===== config.mk =====
export PLATFORM = sky130hd
export DESIGN_NAME = pnc_stmc_spike_dispatcher_flat
export DESIGN_NICKNAME = d
export VERILOG_FILES = /design/src/rtl/pnc_stmc_spike_dispatcher_if.sv /design/src/rtl/pnc_stmc_spike_dispatcher.sv /design/src/flat_wrapper.sv
export SDC_FILE = /design/constraint.sdc
export NUM_CORES = 1
export LEC_CHECK = 0
export ABC_AREA = 0
export CORE_MARGIN = 2
export CORE_UTILIZATION = 50
export CTS_CLUSTER_SIZE = 24
export DETAILED_ROUTE_END_ITERATION = 6
export PLACE_DENSITY_LB_ADDON = 0.2
export SLEW_MARGIN = 20
export SYNTH_ARGS = -nofsm -noshare
export SYNTH_HDL_FRONTEND = slang
export SYNTH_SLANG_ARGS = --single-unit

===== constraint.sdc =====
create_clock -name clk -period 6.1 [get_ports clk]
set_input_delay 0.61 -clock clk [delete_from_list [all_inputs] [get_ports clk]]
set_output_delay 0.61 -clock clk [all_outputs]
set_load 0.01 [all_outputs]

===== src/rtl/pnc_stmc_spike_dispatcher_if.sv =====
// Word-in / beat-out valid-ready bundle for the spike dispatcher.
// slave = dispatcher side, master = packet source plus beat sink.
`timescale 1ns/1ps
interface pnc_stmc_spike_dispatcher_if;
  logic [15:0] in_word;
  logic        in_valid;
  logic        in_ready;
  logic [14:0] out_data;
  logic [1:0]  out_type;
  logic        out_valid;
  logic        out_ready;

  modport master (
    output in_word, in_valid, out_ready,
    input  in_ready, out_data, out_type, out_valid
  );

  modport slave (
    input  in_word, in_valid, out_ready,
    output in_ready, out_data, out_type, out_valid
  );
endinterface


===== src/rtl/pnc_stmc_spike_dispatcher.sv =====
// Buffers PNC words, asks the STMC control unit per word, emits 0/1/2 beats.
// Ports: clk, rst (async low), sp (word in / beat out), cu_addr/cu_ctrl, drop_cnt, busy.
`timescale 1ns/1ps
module pnc_stmc_spike_dispatcher #(
  parameter int FIFO_DEPTH = 4,
  parameter int NA_W       = 7
) (
  input  logic                          clk,
  input  logic                          rst,
  pnc_stmc_spike_dispatcher_if.slave    sp,
  output logic [15:0]                   cu_addr,
  input  logic [1:0]                    cu_ctrl,
  output logic [7:0]                    drop_cnt,
  output logic                          busy
);

  localparam int AW   = $clog2(FIFO_DEPTH);
  localparam int CW   = AW + 1;
  localparam int PADW = 15 - NA_W;

  typedef enum logic [2:0] {
    IDLE, WAIT, DECODE, SEND1, SEND2
  } state_t;

  state_t state, state_nx;

  logic [15:0]   mem [FIFO_DEPTH];
  logic [AW-1:0] rd_ptr, wr_ptr;
  logic [CW-1:0] count;
  logic          full, empty;
  logic          push, pop, load;
  logic [15:0]   head;

  logic [14:0]   data_q;
  logic [1:0]    type_q;
  logic          two;
  logic          out_valid;

  logic [14:0]   first_na;
  logic [14:0]   second_na;

  assign full  = (count == CW'(FIFO_DEPTH));
  assign empty = (count == '0);
  assign head  = mem[rd_ptr];
  assign push  = sp.in_valid & ~full;

  // The word under dispatch stays at the FIFO head until its last beat,
  // and cu_addr mirrors it, so the decode reads cu_addr.
  assign first_na  = {{PADW{1'b0}}, cu_addr[NA_W-1:0]};
  assign second_na = {{PADW{1'b0}}, cu_addr[2*NA_W-1:NA_W]};

  assign sp.in_ready  = ~full;
  assign sp.out_valid = out_valid;
  assign sp.out_data  = data_q;
  assign sp.out_type  = type_q;

  always_ff @(posedge clk or negedge rst) begin
    if (!rst) state <= IDLE;
    else      state <= state_nx;
  end

  always_comb begin
    state_nx = state;
    unique case (state)
      IDLE:   if (!empty) state_nx = WAIT;
      WAIT:   state_nx = DECODE;
      DECODE: begin
        case (cu_ctrl)
          2'b10:   state_nx = DECODE;
          2'b00:   state_nx = IDLE;
          default: state_nx = SEND1;
        endcase
      end
      SEND1:  if (sp.out_ready) state_nx = two ? SEND2 : IDLE;
      SEND2:  if (sp.out_ready) state_nx = IDLE;
      default: state_nx = IDLE;
    endcase
  end

  always_comb begin
    out_valid = 1'b0;
    pop       = 1'b0;
    load      = 1'b0;
    unique case (state)
      IDLE:   load = ~empty;
      WAIT:   ;
      DECODE: pop = (cu_ctrl == 2'b00);
      SEND1: begin
        out_valid = 1'b1;
        pop       = sp.out_ready & ~two;
      end
      SEND2: begin
        out_valid = 1'b1;
        pop       = sp.out_ready;
      end
      default: ;
    endcase
    busy = (state != IDLE) | ~empty;
  end

  always_ff @(posedge clk) begin
    if (push) mem[wr_ptr] <= sp.in_word;
  end

  always_ff @(posedge clk or negedge rst) begin
    if (!rst) begin
      rd_ptr <= '0;
      wr_ptr <= '0;
      count  <= '0;
    end else begin
      if (push) wr_ptr <= wr_ptr + 1'b1;
      if (pop)  rd_ptr <= rd_ptr + 1'b1;
      case ({push, pop})
        2'b10:   count <= count + 1'b1;
        2'b01:   count <= count - 1'b1;
        default: ;
      endcase
    end
  end

  always_ff @(posedge clk or negedge rst) begin
    if (!rst) begin
      cu_addr  <= '0;
      data_q   <= '0;
      type_q   <= '0;
      two      <= 1'b0;
      drop_cnt <= '0;
    end else begin
      if (load) cu_addr <= head;
      if (state == DECODE) begin
        case (cu_ctrl)
          2'b00: begin
            if (drop_cnt != 8'hFF) drop_cnt <= drop_cnt + 8'd1;
          end
          2'b01: begin
            two <= 1'b0;
            if (cu_addr[15]) begin
              type_q <= 2'b10;
              data_q <= cu_addr[14:0];
            end else if (cu_addr[14]) begin
              type_q <= 2'b01;
              data_q <= {1'b0, cu_addr[13:0]};
            end else begin
              type_q <= 2'b00;
              data_q <= first_na;
            end
          end
          2'b11: begin
            two    <= 1'b1;
            type_q <= 2'b00;
            data_q <= first_na;
          end
          default: ;
        endcase
      end
      if (state == SEND1 && sp.out_ready && two) data_q <= second_na;
    end
  end

endmodule


===== src/flat_wrapper.sv =====
// flat-port wrapper written by rule: the top's interface ports become plain ports
module pnc_stmc_spike_dispatcher_flat 
#(
  parameter int FIFO_DEPTH = 4,
  parameter int NA_W       = 7
)
  (clk, rst, cu_addr, cu_ctrl, drop_cnt, busy, sp_in_word, sp_in_valid, sp_out_ready, sp_in_ready, sp_out_data, sp_out_type, sp_out_valid);
  pnc_stmc_spike_dispatcher_if sp_i ();
  input  logic clk;
  input  logic rst;
  output logic [15:0] cu_addr;
  input  logic [1:0] cu_ctrl;
  output logic [7:0] drop_cnt;
  output logic busy;
  input wire logic [$bits(sp_i.in_word)-1:0] sp_in_word;
  input wire logic [$bits(sp_i.in_valid)-1:0] sp_in_valid;
  input wire logic [$bits(sp_i.out_ready)-1:0] sp_out_ready;
  output wire logic [$bits(sp_i.in_ready)-1:0] sp_in_ready;
  output wire logic [$bits(sp_i.out_data)-1:0] sp_out_data;
  output wire logic [$bits(sp_i.out_type)-1:0] sp_out_type;
  output wire logic [$bits(sp_i.out_valid)-1:0] sp_out_valid;
  assign sp_i.in_word = sp_in_word;
  assign sp_i.in_valid = sp_in_valid;
  assign sp_i.out_ready = sp_out_ready;
  assign sp_in_ready = sp_i.in_ready;
  assign sp_out_data = sp_i.out_data;
  assign sp_out_type = sp_i.out_type;
  assign sp_out_valid = sp_i.out_valid;
  pnc_stmc_spike_dispatcher #(.FIFO_DEPTH(FIFO_DEPTH), .NA_W(NA_W)) u_core (.clk(clk), .rst(rst), .sp(sp_i), .cu_addr(cu_addr), .cu_ctrl(cu_ctrl), .drop_cnt(drop_cnt), .busy(busy));
endmodule

* Yosys cells after proc, flatten, opt, wreduce, memory -nomap -nowiden
Memory sizes are Yosys's and may differ from the RTL's. A register that Yosys moved wholly into a read port is not among the register bits.
Index checks and enable logic that the tools add are counted.
** Storage, ports and cells
- Register bits after elaboration :: 36
- Memory bits (writable) :: 64
- Input bits :: 22
- Memories :: 1
** Operators by class
- Add/subtract/negate cells :: 5
- Equality and inequality tests :: 14
- Muxes and demuxes :: 21
- Bitwise gates (word level) :: 6
- Reduce and logical (&&, ||, !) cells :: 16
** Memory list
- u_core.mem :: depth 4, bits a word 16, read ports 1, clocked after Yosys merged registers in 1, wr ports 1, RTL line pnc_stmc_spike_dispatcher.sv:27 : logic [15:0] mem [FIFO_DEPTH];
** Operator list (count)
- $mux 15 :: 3
- $pmux 15 s2 :: 1
- $pmux 3 s5 :: 1
- $mux 14 :: 1
- $mux 3 :: 4
- $add 8x1->8 const B :: 1
- $ne 8x8->1 const B :: 1
- $pmux 2 s2 :: 2
- $eq 2x2->1 const B :: 3
- $eq 3x2->1 const B :: 2
- $eq 3x3->1 const B :: 2
- $logic_not 3->1 :: 2
- $ne 2x2->1 const B :: 3
- $pmux 3 s2 :: 1
- $reduce_and 3->1 :: 2
- $reduce_bool 2->1 :: 3
- $reduce_bool 3->1 :: 2
- $mux 1 :: 5
- $add 2x1->2 const B :: 2
- $eq 2x1->1 const B :: 2
- $reduce_and 2->1 :: 2
- $add 3x1->3 const B :: 1
- $eq 3x1->1 const B :: 1
- $not 1->1 :: 3
- 10 further kinds :: 12

* Depth between registers and ports, before layout
- Depth after elaboration :: 5
- Depth in mapped cells :: 10
- Depth with buffers taken out :: 10

* Least setup slack after synthesis
No wires, ideal clock.
- Path kind :: input -> register
- Start :: input cu_ctrl[1]
- End :: register u_core.count[2]
- Setup time :: 0.079 ns
- Arrival time :: 2.026 ns
- Setup slack :: 3.995 ns
- Stages :: 9
- Buffers on the path :: 0
- Cell sequence :: nor3_1 nand2_1 nand2_1 ha_1 inv_1 fa_1 xor2_1 nor2_1 xor2_1
** On the way
- Cells in the longest elaborated chain, start to end :: 4
** Ends and longest elaborated chain
- start: declaration :: RTL line flat_wrapper.sv:12 : input logic [1:0] cu_ctrl;
- $logic_not 2->1 * :: RTL line pnc_stmc_spike_dispatcher.sv:87 : DECODE: pop = (cu_ctrl == 2'b00);
- $pmux 1 s3 * :: RTL line pnc_stmc_spike_dispatcher.sv:84 : unique case (state)
- named net u_core.pop :: RTL line pnc_stmc_spike_dispatcher.sv:31 : logic push, pop, load;
- $eq 2x1->1 / $eq 2x2->1 (equally long branches) :: RTL line pnc_stmc_spike_dispatcher.sv:113 : case ({push, pop})
- $pmux 3 s2 / $reduce_bool 2->1 (equally long branches)
- end signal: assignment :: RTL line pnc_stmc_spike_dispatcher.sv:114 : 2'b10: count <= count + 1'b1;
- end signal: assignment :: RTL line pnc_stmc_spike_dispatcher.sv:115 : 2'b01: count <= count - 1'b1;
- end: declaration :: RTL line pnc_stmc_spike_dispatcher.sv:29 : logic [CW-1:0] count;
The timed path passes the listed nets; every way through them passes the cells marked *.
A chain may end at the register's enable or synchronous reset.

* Final worst setup path
- Start :: register u_core.count[0]
- End :: output busy
** On the way
- Cells in the longest elaborated chain, start to end :: 3
** Ends and longest elaborated chain
- $logic_not 3->1 :: RTL line pnc_stmc_spike_dispatcher.sv:43 : assign empty = (count == '0);
- $not 1->1 :: RTL line pnc_stmc_spike_dispatcher.sv:98 : busy = (state != IDLE) | ~empty;
- $or 1x1->1 :: RTL line pnc_stmc_spike_dispatcher.sv:98
- end: declaration :: RTL line flat_wrapper.sv:14 : output logic busy;
No other way between the ends.

==> impl_metrics.toml <==
[run_status]
run_status = "complete, no violations"

[floorplan]
core_region_area_um2 = 9240
die_width_um = 101
std_cell_rows = 35
die_area_um2 = 10300
start_util_pct = 51.3
io-pin-count = 66
fp.dieH_um = 101

[global_route]
first_global_vias = 2762
grt_start_max_net_pins = 53
grt_pass1_wl_um = 14200
track_usage_pct = 18.7
initial_antenna_violation_count = 0
gr-total-overflow = 0

[power]
maximum_resistive_drop_on_vdd_uv = 213
powerDensity_nw_per_um2 = 505
total_switching_power_mw = 0.936
switching_part_of_the_total_pct = 30.8
p_int_mw = 2.11
comb_power_share_pct = 28.5
overall_power_of_the_completed_layout_mw = 3.04
clkPwrFrac_pct = 29.4
leakage_nw = 2.35
power_frac_seq_pct = 42.2

[sta]
holdWs_ps = 205
period_minus_slack_ps = 2880
worst_margin_pin_slew_ps = 1000
timing.max_slew.rel_slack_pct = 33.2
report.final.slew_viol_count = 0
grt_setup_unrepaired = "false"
fmax_ghz = 0.347
timing.final.crit_share_pct = 47.2
timing.clock.skew_ps = 5.97
fin_setup_tns_ps = 0
hold_violations = 0
finalSetupViolCount = 0

[drt]
drt-wirelength-per-cell_um = 17.3
routed_wl_um = 8710
dr.pass1.iters = 5
final_antenna_net_count = 0
detail_route.vias_per_cell = 5.43
drc_errors_left = 0
overall_via_count_from_detail_route = 2729
drtIter0Drc = 117

[yosys]
syn_nets = 316
syn-instance-count = 287
synth_enable_flop_cells = 64
main_synth_ff_type = "sky130_fd_sc_hd__edfxtp_1"
syn_area_per_cell_um2 = 16.5
yosys_warnings = 0
synth-seq-cells = 116
post_synth_instance_area_um2 = 4740
yosysSeqAreaShare_pct = 68.0
post_synth_num_cell_types = 45
async_flop_share_pct = 44.8

[layout]
antenna-diode-count = 0
layout.nets = 390
design_area_um2 = 6020
most_used_cells_in_the_layout_excluding_fill_and_tap_cells = "sky130_fd_sc_hd__clkdlybuf4s50_1, sky130_fd_sc_hd__edfxtp_1, sky130_fd_sc_hd__dfrtp_1, sky130_fd_sc_hd__nand2_1, sky130_fd_sc_hd__mux2_2"
fill_cells = 652
fin_util_pct = 65.2
areaGrowthSynthToFinish_pct = 27.1
post_route_cells_drive_above_1_share_pct = 17.6

[critical_path]
worst_setup_path_start_kind = "flop"
timing.critical_path.fanout_max = 3
worst_setup_path_end_kind = "primary output"
worstPathArrival_ps = 2270
critical_path_required_ps = 5490
critPathKind = "reg -> out"

[flow_run]
cap_viol_max_count = 0

[clock_tree]
clk_path_buf_depth = 2
root_buffer = "sky130_fd_sc_hd__clkbuf_8"
postCtsHoldBufs = 0
post_cts.resized_instances = 0
clk_transition_reported_paths_ps = 60
insertion_delay_ps = 510
cts.sinks = 116
cts-buffers-inserted = 17
tritoncts = "done"
h_tree_depth_reported_by_cts = 4
cts_setup_buffers = 0

[placed_design]
gpl.final_weighted_congestion = 0.801
dp_hpwl_um = 5640
detailed_place.area_um2 = 5480
placement.io_buffers = 65

[worst_hold_path]
timing.hold.worst.class = "in -> async"
-- cells by family (layout without fill, tap and decap cells) --
family | count (synthesis) | after routing | synth area share, %
flip-flops | 116 | 116 | 68.0
AND/OR/NAND/NOR | 72 | 72 | 8.68
multiplexers | 37 | 37 | 13.3
AO/OA/AOI/OAI | 30 | 30 | 4.57
buffers and inverters | 18 | 105 | 2.19
adder cells (fa/ha/maj) | 7 | 7 | 2.01
XOR/XNOR | 7 | 7 | 1.29
-- power by group through the flow --
stage,Combinational (mW),Sequential [mW],Clock (mW)
after floorplan,0.545,1.24,0
after global placement,0.855,1.29,0
after detailed placement,0.876,1.30,0
after CTS,0.881,1.29,0.915
after global routing,0.954,1.32,0.944
final,0.866,1.28,0.893
-- through the flow --
step | setup slack [ps] | cells
global route | 3130 | 503
finish | 3220 | 503
global placement | 3230 | 471
detailed placement | 3170 | 471
floorplan | 3990 | 287
CTS | 3190 | 503
-- worst max-delay path, stage by stage (launching register included) --
cell,delay (ps)
sky130_fd_sc_hd__dfrtp_1,410
sky130_fd_sc_hd__or3_1,440
sky130_fd_sc_hd__or4_1,420
sky130_fd_sc_hd__clkdlybuf4s50_1,500
-- flip-flops by register name, summed over array words and instances (netlist names) --
name                count
u_core.count            3
u_core.cu_addr         16
u_core.drop_cnt         8
u_core.mem             64
u_core.rd_ptr           2
u_core.sp.out_data     15
u_core.sp.out_type      2
u_core.state            3
u_core.two              1
u_core.wr_ptr           2
-- worst paths after layout --
path | to | from | depth (start not counted) | slack, ps
setup / recovery | busy | u_core.count[0]$_DFFE_PN0P_ | 3 | 3220
hold / removal | u_core.drop_cnt[6]$_DFFE_PN0P_ | rst | 2 | 210
setup reg to reg | u_core.count[2]$_DFFE_PN0P_ | u_core.state[0]$_DFFE_PN0P_ | 9 | 3840
hold reg to reg | u_core.sp.out_type[0]$_DFFE_PN0P_ | u_core.sp.out_type[0]$_DFFE_PN0P_ | 2 | 470
max in group asynchronous | u_core.sp.out_data[3]$_DFFE_PN0P_ | rst | 2 | 5440
min in group clk | u_core.sp.out_type[0]$_DFFE_PN0P_ | u_core.sp.out_type[0]$_DFFE_PN0P_ | 2 | 470
-- synth_stat cells (2+ instances only) --
library cell	n	area, µm²
sky130_fd_sc_hd__edfxtp_1	64	1920
sky130_fd_sc_hd__dfrtp_1	52	1300
sky130_fd_sc_hd__nand2_1	24	90.1
sky130_fd_sc_hd__mux2_2	17	191
sky130_fd_sc_hd__nand3_1	11	55.1
sky130_fd_sc_hd__mux4_1	8	210
sky130_fd_sc_hd__mux4_2	8	180
sky130_fd_sc_hd__a22oi_1	7	52.6
sky130_fd_sc_hd__a32o_1	7	70.1
sky130_fd_sc_hd__inv_1	7	26.3
sky130_fd_sc_hd__and3_1	6	37.5
sky130_fd_sc_hd__ha_1	6	75.1
sky130_fd_sc_hd__o21ai_0	6	30.0
sky130_fd_sc_hd__a21oi_1	5	25.0
sky130_fd_sc_hd__buf_2	5	25.0
sky130_fd_sc_hd__nor2_1	5	18.8
sky130_fd_sc_hd__and2_1	4	25.0
sky130_fd_sc_hd__buf_6	4	45.0
sky130_fd_sc_hd__nor2b_1	4	25.0
sky130_fd_sc_hd__xor2_1	4	35.0
sky130_fd_sc_hd__and4_1	3	26.3
sky130_fd_sc_hd__xnor2_1	3	26.3
sky130_fd_sc_hd__a31oi_1	2	12.5
sky130_fd_sc_hd__clkbuf_1	2	7.51
sky130_fd_sc_hd__mux2_1	2	22.5
sky130_fd_sc_hd__nand4b_1	2	17.5
-- metal layers --
layer / GRT usage (%) / wire length, µm / vias up
met2: 28.8 / 4220 / 73
met1: 25.3 / 3950 / 1380
met3: 5.18 / 393 / 12
met5: 0 / 0 / -
met4: 7.69 / 141 / 0
li1: - / - / 1264
-- final cells by class --
| type | count | area [µm²] | share of cell area (%) |
|---|---|---|---|
| sequential | 116 | 3220 | 53.5 |
| multi-input combinational | 153 | 1410 | 23.5 |
| timing repair buffer | 66 | 653 | 10.8 |
| clock buffer | 17 | 414 | 6.87 |
| tap | 129 | 161 | 2.68 |
| clock inverter | 15 | 133 | 2.20 |
| inverter | 7 | 26.3 | 0.436 |
Note: power is estimated with default switching activity, not from simulation.
